[src/rtl/bin_to_disp.sv]
// Sequential 14-bit binary to 4-digit BCD display driver (double dabble, one bit per cycle).
// Optional macro LEADING_ZERO_BLANK_EN enables leading-zero blanking bounded by the decimal point.
module bin_to_disp (
  input  logic        clk,
  input  logic        rst,
  input  logic        i_start,
  input  logic [13:0] i_bin,
  input  logic        i_err_in,
  input  logic [3:0]  i_dp_in,
  output logic [3:0]  o_dig0,
  output logic [3:0]  o_dig1,
  output logic [3:0]  o_dig2,
  output logic [3:0]  o_dig3,
  output logic [3:0]  o_err,
  output logic [3:0]  o_dp,
  output logic [3:0]  o_blank,
  output logic        o_busy,
  output logic        o_done
);

  typedef enum logic [1:0] {S_IDLE, S_CONV, S_FIN} state_t;

`ifdef LEADING_ZERO_BLANK_EN
  localparam logic [3:0] RST_BLANK = 4'b1110;
`else
  localparam logic [3:0] RST_BLANK = 4'b0000;
`endif

  state_t      r_state, w_next;
  logic [3:0]  r_cnt;
  logic [13:0] r_bin, r_shift;
  logic        r_err_in;
  logic [3:0]  r_dp_in;
  logic [15:0] r_acc;
  logic [15:0] w_adj, w_step;
  logic        w_accept, w_bad;
  logic [3:0]  w_blank;

  logic [3:0]  r_dig0, r_dig1, r_dig2, r_dig3;
  logic [3:0]  r_err, r_dp, r_blank;
  logic        r_busy, r_done;

  // busy is the state delayed by one cycle, so the done cycle still counts as busy
  assign w_accept = (r_state == S_IDLE) && i_start && !r_busy;

  // NOTE: state registers use <=; combinational blocks use = with every output defaulted first so no latch is inferred.
  always_ff @(posedge clk) begin
    if (rst) r_state <= S_IDLE;
    else     r_state <= w_next;
  end

  always_comb begin
    w_next = r_state;
    case (r_state)
      S_IDLE:  if (w_accept) w_next = S_CONV;
      S_CONV:  if (r_cnt == 4'd13) w_next = S_FIN;
      S_FIN:   w_next = S_IDLE;
      default: w_next = S_IDLE;
    endcase
  end

  always_comb begin
    w_adj = r_acc;
    for (int i = 0; i < 4; i++) begin
      if (r_acc[i*4 +: 4] >= 4'd5) w_adj[i*4 +: 4] = r_acc[i*4 +: 4] + 4'd3;
    end
    w_step = {w_adj[14:0], r_shift[13]};
  end

  always_comb begin
    logic run;
    run     = 1'b1;
    w_blank = 4'b0000;
    w_bad   = r_err_in || (r_bin > 14'd9999);
`ifdef LEADING_ZERO_BLANK_EN
    for (int i = 3; i >= 1; i--) begin
      run        = run && (r_acc[i*4 +: 4] == 4'd0) && !r_dp_in[i];
      w_blank[i] = run;
    end
`endif
  end

  always_ff @(posedge clk) begin
    if (rst) begin
      r_cnt    <= '0;
      r_bin    <= '0;
      r_shift  <= '0;
      r_err_in <= 1'b0;
      r_dp_in  <= '0;
      r_acc    <= '0;
      r_dig0   <= '0;
      r_dig1   <= '0;
      r_dig2   <= '0;
      r_dig3   <= '0;
      r_err    <= '0;
      r_dp     <= '0;
      r_blank  <= RST_BLANK;
      r_busy   <= 1'b0;
      r_done   <= 1'b0;
    end else begin
      r_busy <= (r_state != S_IDLE);
      r_done <= (r_state == S_FIN);
      case (r_state)
        S_IDLE: if (w_accept) begin
          r_bin    <= i_bin;
          r_shift  <= i_bin;
          r_err_in <= i_err_in;
          r_dp_in  <= i_dp_in;
          r_acc    <= '0;
          r_cnt    <= '0;
        end
        S_CONV: begin
          r_acc   <= w_step;
          r_shift <= {r_shift[12:0], 1'b0};
          r_cnt   <= r_cnt + 4'd1;
        end
        S_FIN: begin
          if (w_bad) begin
            {r_dig3, r_dig2, r_dig1, r_dig0} <= '0;
            r_err   <= 4'b1111;
            r_dp    <= 4'b0000;
            r_blank <= 4'b0000;
          end else begin
            {r_dig3, r_dig2, r_dig1, r_dig0} <= r_acc;
            r_err   <= 4'b0000;
            r_dp    <= r_dp_in;
            r_blank <= w_blank;
          end
        end
        default: ;
      endcase
    end
  end

  assign o_dig0  = r_dig0;
  assign o_dig1  = r_dig1;
  assign o_dig2  = r_dig2;
  assign o_dig3  = r_dig3;
  assign o_err   = r_err;
  assign o_dp    = r_dp;
  assign o_blank = r_blank;
  assign o_busy  = r_busy;
  assign o_done  = r_done;

endmodule

[config.mk]
export PLATFORM = sky130hd
export DESIGN_NAME = bin_to_disp
export DESIGN_NICKNAME = d
export VERILOG_FILES = /design/src/rtl/bin_to_disp.sv
export SDC_FILE = /design/constraint.sdc
export NUM_CORES = 1
export LEC_CHECK = 0
export CELL_PAD_IN_SITES_DETAIL_PLACEMENT = 1
export CELL_PAD_IN_SITES_GLOBAL_PLACEMENT = 1
export CORE_MARGIN = 1.5
export CORE_UTILIZATION = 35
export DETAILED_ROUTE_END_ITERATION = 16
export GPL_TIMING_DRIVEN = 1
export PLACE_DENSITY_LB_ADDON = 0.1
export SYNTH_ARGS = -nofsm -noshare
export SYNTH_HDL_FRONTEND = slang
export SYNTH_SLANG_ARGS = --single-unit
[constraint.sdc]
create_clock -name clk -period 1.3 [get_ports clk]
set_input_delay 0.26 -clock clk [delete_from_list [all_inputs] [get_ports clk]]
set_output_delay 0.26 -clock clk [all_outputs]
set_load 0.01 [all_outputs]
### After elaboration in Yosys (flattened, before gate mapping)

Cells that the tools add are included.

| word-level totals | value |
|---|---|
| input bits | 22 |
| memories | 0 |
| ROM bits | 0 |
| output and inout bits | 30 |
| logic and storage cells | 59 |
| RAM bits | 0 |
| flip-flop bits (word level) | 81 |
| bits in latches | 0 |

| cells by class | value |
|---|---|
| reduce and logical (&&, ||, !) cells | 10 |
| shifts and indexed selects | 0 |
| multiplexer cells | 19 |
| bitwise gates (word level) | 0 |
| magnitude comparators | 5 |
| add/sub/neg operators | 5 |
| $mul | 0 |
| eq/ne operators | 5 |
| div/mod/pow operators | 0 |

Operators by type and width:

| kind | number |
|---|---|
| $mux W4 | 10 |
| $pmux W16 S2 | 1 |
| $pmux W14 S2 | 1 |
| $ge A4 B3 Y1 const B | 4 |
| $mux W16 | 1 |
| $gt A14 B14 Y1 const B | 1 |
| $mux W14 | 1 |
| $add A4 B2 Y4 const B | 3 |
| $pmux W4 S2 | 1 |
| $reduce_and A2 Y1 | 3 |
| $add A4 B1 Y4 const B | 1 |
| $eq A4 B4 Y1 const B | 1 |
| $mux W2 | 2 |
| $ne A2 B2 Y1 const B | 2 |
| $pmux W2 S2 | 1 |
| $reduce_bool A2 Y1 | 2 |
| $add A3 B2 Y3 const B | 1 |
| $mux W3 | 1 |
| $eq A2 B1 Y1 const B | 1 |
| $eq A2 B2 Y1 const B | 1 |
| $logic_and A1 B1 Y1 | 2 |
| $logic_not A2 Y1 | 1 |
| $logic_not A1 Y1 | 1 |
| $logic_or A1 B1 Y1 | 1 |

### Longest topological paths before layout

| logic depth | value |
|---|---|
| word-level depth | 5 |
| depth in mapped cells | 6 |
| depth with buffers taken out | 6 |

### Worst setup path after synthesis

OpenSTA, ideal clock, no wires.

| timing | value |
|---|---|
| kind | register -> register |
| start | reg r_state[1] |
| end | reg r_cnt[1] |
| path buffers | 2 |
| stages on the path, launching flop included | 6 |
| clock period less this slack | 1.442 ns |
| data required time | 1.172 ns |
| arrival | 1.315 ns |
| slack | -0.142 ns |
| cell sequence | dfxtp_1 -> or4b_1 -> buf_2 -> buf_6 -> a31oi_1 -> nor2_1 |

| on the way | value |
|---|---|
| longest elaborated chain between the ends | 5 |
| elaborated cells between the ends (all ways) | 8 |
| those cells by class | 2 x eq/ne; 1 x mux; 5 x reduce/logical |

Ends and longest elaborated chain:

| item | RTL line | RTL |
|---|---|---|
| start: declaration | 29 | `state_t r_state, w_next;` |
| start signal: assignment | 49 | `else r_state <= w_next;` |
| $logic_not A2 Y1 | 44, 103 |  |
| $logic_and A1 B1 Y1 (2 in a row) | 44 | `assign w_accept = (r_state == S_IDLE) && i_start && !r_busy;` |
| $ne A2 B2 Y1 (no source line) | - |  |
| $reduce_and A2 Y1 (no source line) | - |  |
| end signal: assignment | 115 | `r_cnt <= r_cnt + 4'd1;` |
| end: declaration | 30 | `logic [3:0] r_cnt;` |

Parallel ways exist; a longest one is shown, timed or not.
A chain may end at the register's enable or synchronous reset.

### Worst setup path after layout

| timing | value |
|---|---|
| start | reg r_acc[0] |
| end | reg r_acc[4] |

| on the way | value |
|---|---|
| longest elaborated chain between the ends | 3 |
| elaborated cells between the ends (all ways) | 4 |
| those cells by class | 1 x add/sub; 1 x order compare; 2 x mux |

Ends and longest elaborated chain:

| item | RTL line | RTL |
|---|---|---|
| start: declaration | 34 | `logic [15:0] r_acc;` |
| start signal: assignment | 113 | `r_acc <= w_step;` |
| $add A4 B2 Y4 / $ge A4 B3 Y1 (equally long branches) | 65 | `if (r_acc[i*4 +: 4] >= 4'd5) w_adj[i*4 +: 4] = r_acc[i*4 +: 4] + 4'd3;` |
| $mux W4 (*) | 65 |  |
| $pmux W16 S2 (*) | 103 | `case (r_state)` |

Mark *: on every way between the ends. The rest lies on a longest branch, timed or not.

==> impl_metrics.py <==
metrics = {
    "outcome": {
        "status": "complete, but fails checks",
        "violations": "setup timing",
    },
    "power": {
        "powerDensity_nw_per_um2": 1066,
        "vdd_drop_max_v": 0.0005952,
        "p_leak_nw": 1.999,
    },
    "logic_synthesis": {
        "syn_inst": 334,
        "synth_top_cell_by_area": "dfxtp_1",
        "yosys_warnings": 0,
        "ys_ff_latch": 74,
        "yosysSeqAreaShare": 0.4891,
        "netlist_area_um2": 3029,
        "ys.flop_type": "dfxtp_1",
        "synth_cell_types": 36,
        "synth-edff-count": 0,
        "synthArstFlopShare": 0,
        "synth_area_leaders": "dfxtp_1 (49%), nand2_1 (7.6%), a22o_1 (6.9%), a21oi_1 (4.8%), ha_1 (4.1%)",
        "yosysTopAreaCellShare": 0.4891,
        "syn-mean-instance-area_um2": 9.069,
    },
    "clock_network": {
        "clock_latency_ns": 0.34,
        "cts_made_buffers": 9,
        "cts_root_buffer": "clkbuf_8",
        "clk_pin_slew_ns": 0.08,
        "cts_max_path_buffers": 2,
        "tritoncts": "yes",
        "h-tree-depth": 3,
        "clock-sinks": 74,
    },
    "worst_setup_path": {
        "cp.arrival_ns": 1.76,
        "startpoint_type": "flop",
        "worstPathCellList": "inv_1, ha_1, nand2b_4, or4b_1, a21oi_1",
        "required_ns": 1.56,
        "worst-path-max-fanout": 4,
        "rrSetupSlack_ns": -0.20,
        "slowest_delay_ns": 0.44,
        "worst-path-buf-inv": 1,
        "path_delay_family": "simple AND/OR/NAND/NOR gates",
        "critPathCaptureType": "flop",
        "crit_slowest_cell": "or4b_1",
        "critPathKind": "flop to flop",
    },
    "finish": {
        "final_cells": 543,
        "register_area_um2": 1501,
        "multi_input_area_um2": 1780,
        "drive_above_1_share": 0.3767,
        "fillCellCount": 913,
        "nets": 466,
        "synthToLayoutAreaGrowth_pct": 57.00,
        "antenna_cells": 0,
    },
    "placed_design": {
        "dpl.hpwl_um": 5497,
        "dp_slack_ns": -0.4801,
        "post-place-cells": 507,
        "gp_congestion": 0.7551,
        "io_buffers": 47,
    },
    "flow_run": {
        "drv_cap": 0,
    },
    "sta": {
        "fin_crit_ns": 1.501,
        "fmax_mhz": 666.3,
        "clock_skew_ns": 0.007809,
        "grt_setup_unrepaired": "true",
        "setup_violations": 70,
        "finalHoldViolCount": 0,
        "finalWorstSetupSlack_ns": -0.2009,
        "slew_viol_final": 0,
        "fin_crit_sh": 1.155,
    },
    "grt": {
        "grt_pass1_wl_um": 14280,
        "grt_util_all_layers": 0.2064,
        "antenna_found_initial": 0,
        "grt_overflow": 0,
        "grt_max_degree": 32,
        "grt_pass1_vias": 2873,
    },
    "routing": {
        "drc": 0,
        "wirelength_um": 9668,
        "num_vias": 2835,
        "first_pass_iters": 4,
        "viasPerCell": 5.221,
        "postRouteAntennaNets": 0,
        "routedWlPerCell_um": 17.80,
        "drt_iter0_drc": 77,
    },
    "floorplan": {
        "die_h_um": 96.03,
        "chipWidth_um": 96.03,
        "ios": 52,
        "core_area_um2": 8299,
        "fp-row-count": 33,
        "die_area_um2": 9222,
        "start_util": 0.3650,
    },
    "worst_hold_path": {
        "min_path_type": "input port to flop",
    },
}
-- stage by stage --
step / TNS [ns] / utilization / hold WS, ns / power (mW) / cell area (um^2)
floorplan: -2.069 / - / 0.3960 / 2.731 / 3102
global placement: -21.28 / 0.4720 / 0.4446 / 2.930 / 3918
detailed placement: -22.81 / 0.4720 / 0.4479 / 2.945 / 3918
CTS: -6.249 / 0.5370 / 0.3052 / 4.945 / 4457
global route: -11.59 / 0.5730 / 0.3269 / 5.267 / 4756
finish: -7.662 / 0.5730 / 0.3276 / 5.070 / 4756
-- layout by cell type, fill, tap and decap left out, types with 5 or more instances in the layout --
cell,count
nand3_1,6
nand2_4,7
mux2i_1,8
a22o_1,24
inv_1,5
buf_6,11
buf_12,7
a21oi_1,19
a31oi_1,9
dfxtp_2,10
clkdlybuf4s50_1,20
buf_4,47
nor2_1,14
nand2_1,38
dlygate4sd2_1,26
nand2_2,16
dfxtp_1,62
nand2b_4,5
clkbuf_8,12
nor3_1,11
a21oi_2,6
-- flip-flops by register name (all words and copies together) (netlist names) --
name and flops:
o_busy 1, o_dig0 4, o_dig1 4, o_dig2 4
o_dig3 4, o_done 1, o_dp 4, o_err 1
r_acc 16, r_bin 10, r_cnt 4, r_dp_in 4
r_err_in 1, r_shift 14, r_state 2
-- final timing paths --
check,end,cells after the start,start
hold reg to reg,r_bin[12],2,r_bin[12]
setup reg to reg,r_acc[4],5,r_acc[0]
setup / recovery,r_acc[4],5,r_acc[0]
hold / removal,r_acc[11],3,rst
-- synthesized netlist by cell type (2+ instances only) --
cell      number
or4b_1         4
inv_1          9
a32oi_1        3
o21ai_0        8
dfxtp_1       74
buf_2         10
nand4_1        2
a31oi_1       11
ha_1          10
nand2_1       61
nand2b_1       5
o41ai_1        4
nand3_1        6
a311oi_1       3
nor3_1        15
clkbuf_1       9
nor2_1        15
buf_4          9
a22o_1        24
a21oi_1       29
mux2i_1        8
-- worst reg2reg max path, cell delays in order (launching register included) --
cell and delay [ns]:
dfxtp_2 0.38, inv_1 0.07, ha_1 0.24, nand2b_4 0.09
or4b_1 0.44, a21oi_1 0.20
-- cell families (layout without fill, tap and decap cells) --
family / Yosys count / count (layout) / synth area share
adders and majority gates: 10 / 10 / 0.04131
muxes: 9 / 9 / 0.03015
buffers and inverters: 39 / 138 / 0.06608
AOI/OAI and AO/OA: 84 / 84 / 0.1867
and+or+nand+nor: 116 / 118 / 0.1826
DFF: 74 / 74 / 0.4891
other: 1 / 4 / 0.001238
xor gates and xnor gates: 1 / 1 / 0.002892
-- final cells by class --
cell class,instances,area share
clock buffers,13,0.03552
repair buffers,114,0.2313
clock inverters,2,0.007366
multi-input cells,226,0.3744
well taps,105,0.02762
inverters,9,0.008156
flip-flops and latches,74,0.3157
-- layer usage --
metal	global-route usage	up-vias	routed length, um
met3	0.04028	13	239
met4	0.06740	0	160
met1	0.2425	1394	4362
met5	0	-	0
met2	0.3732	52	4906
li1	-	1376	-
-- repair_timing --
| item | 4_1_cts | 5_1_grt |
|---|---|---|
| setup buffers | 14 | 3 |
| hold buffers | 0 | 0 |
| setup endpoints to repair | 95 | 70 |
| pin swaps | 28 | 20 |
| gates resized for setup | 86 | 55 |
| gates cloned | 3 | 2 |
-- where the power goes --
part           internal, mW  leakage [nW]  switching (mW)  total [mW]
combinational         0.387          1.29           0.409       0.795
sequential             2.34         0.607          0.0653        2.41
clock                  1.03         0.106           0.836        1.87
Power figures use the tool's default switching activity.
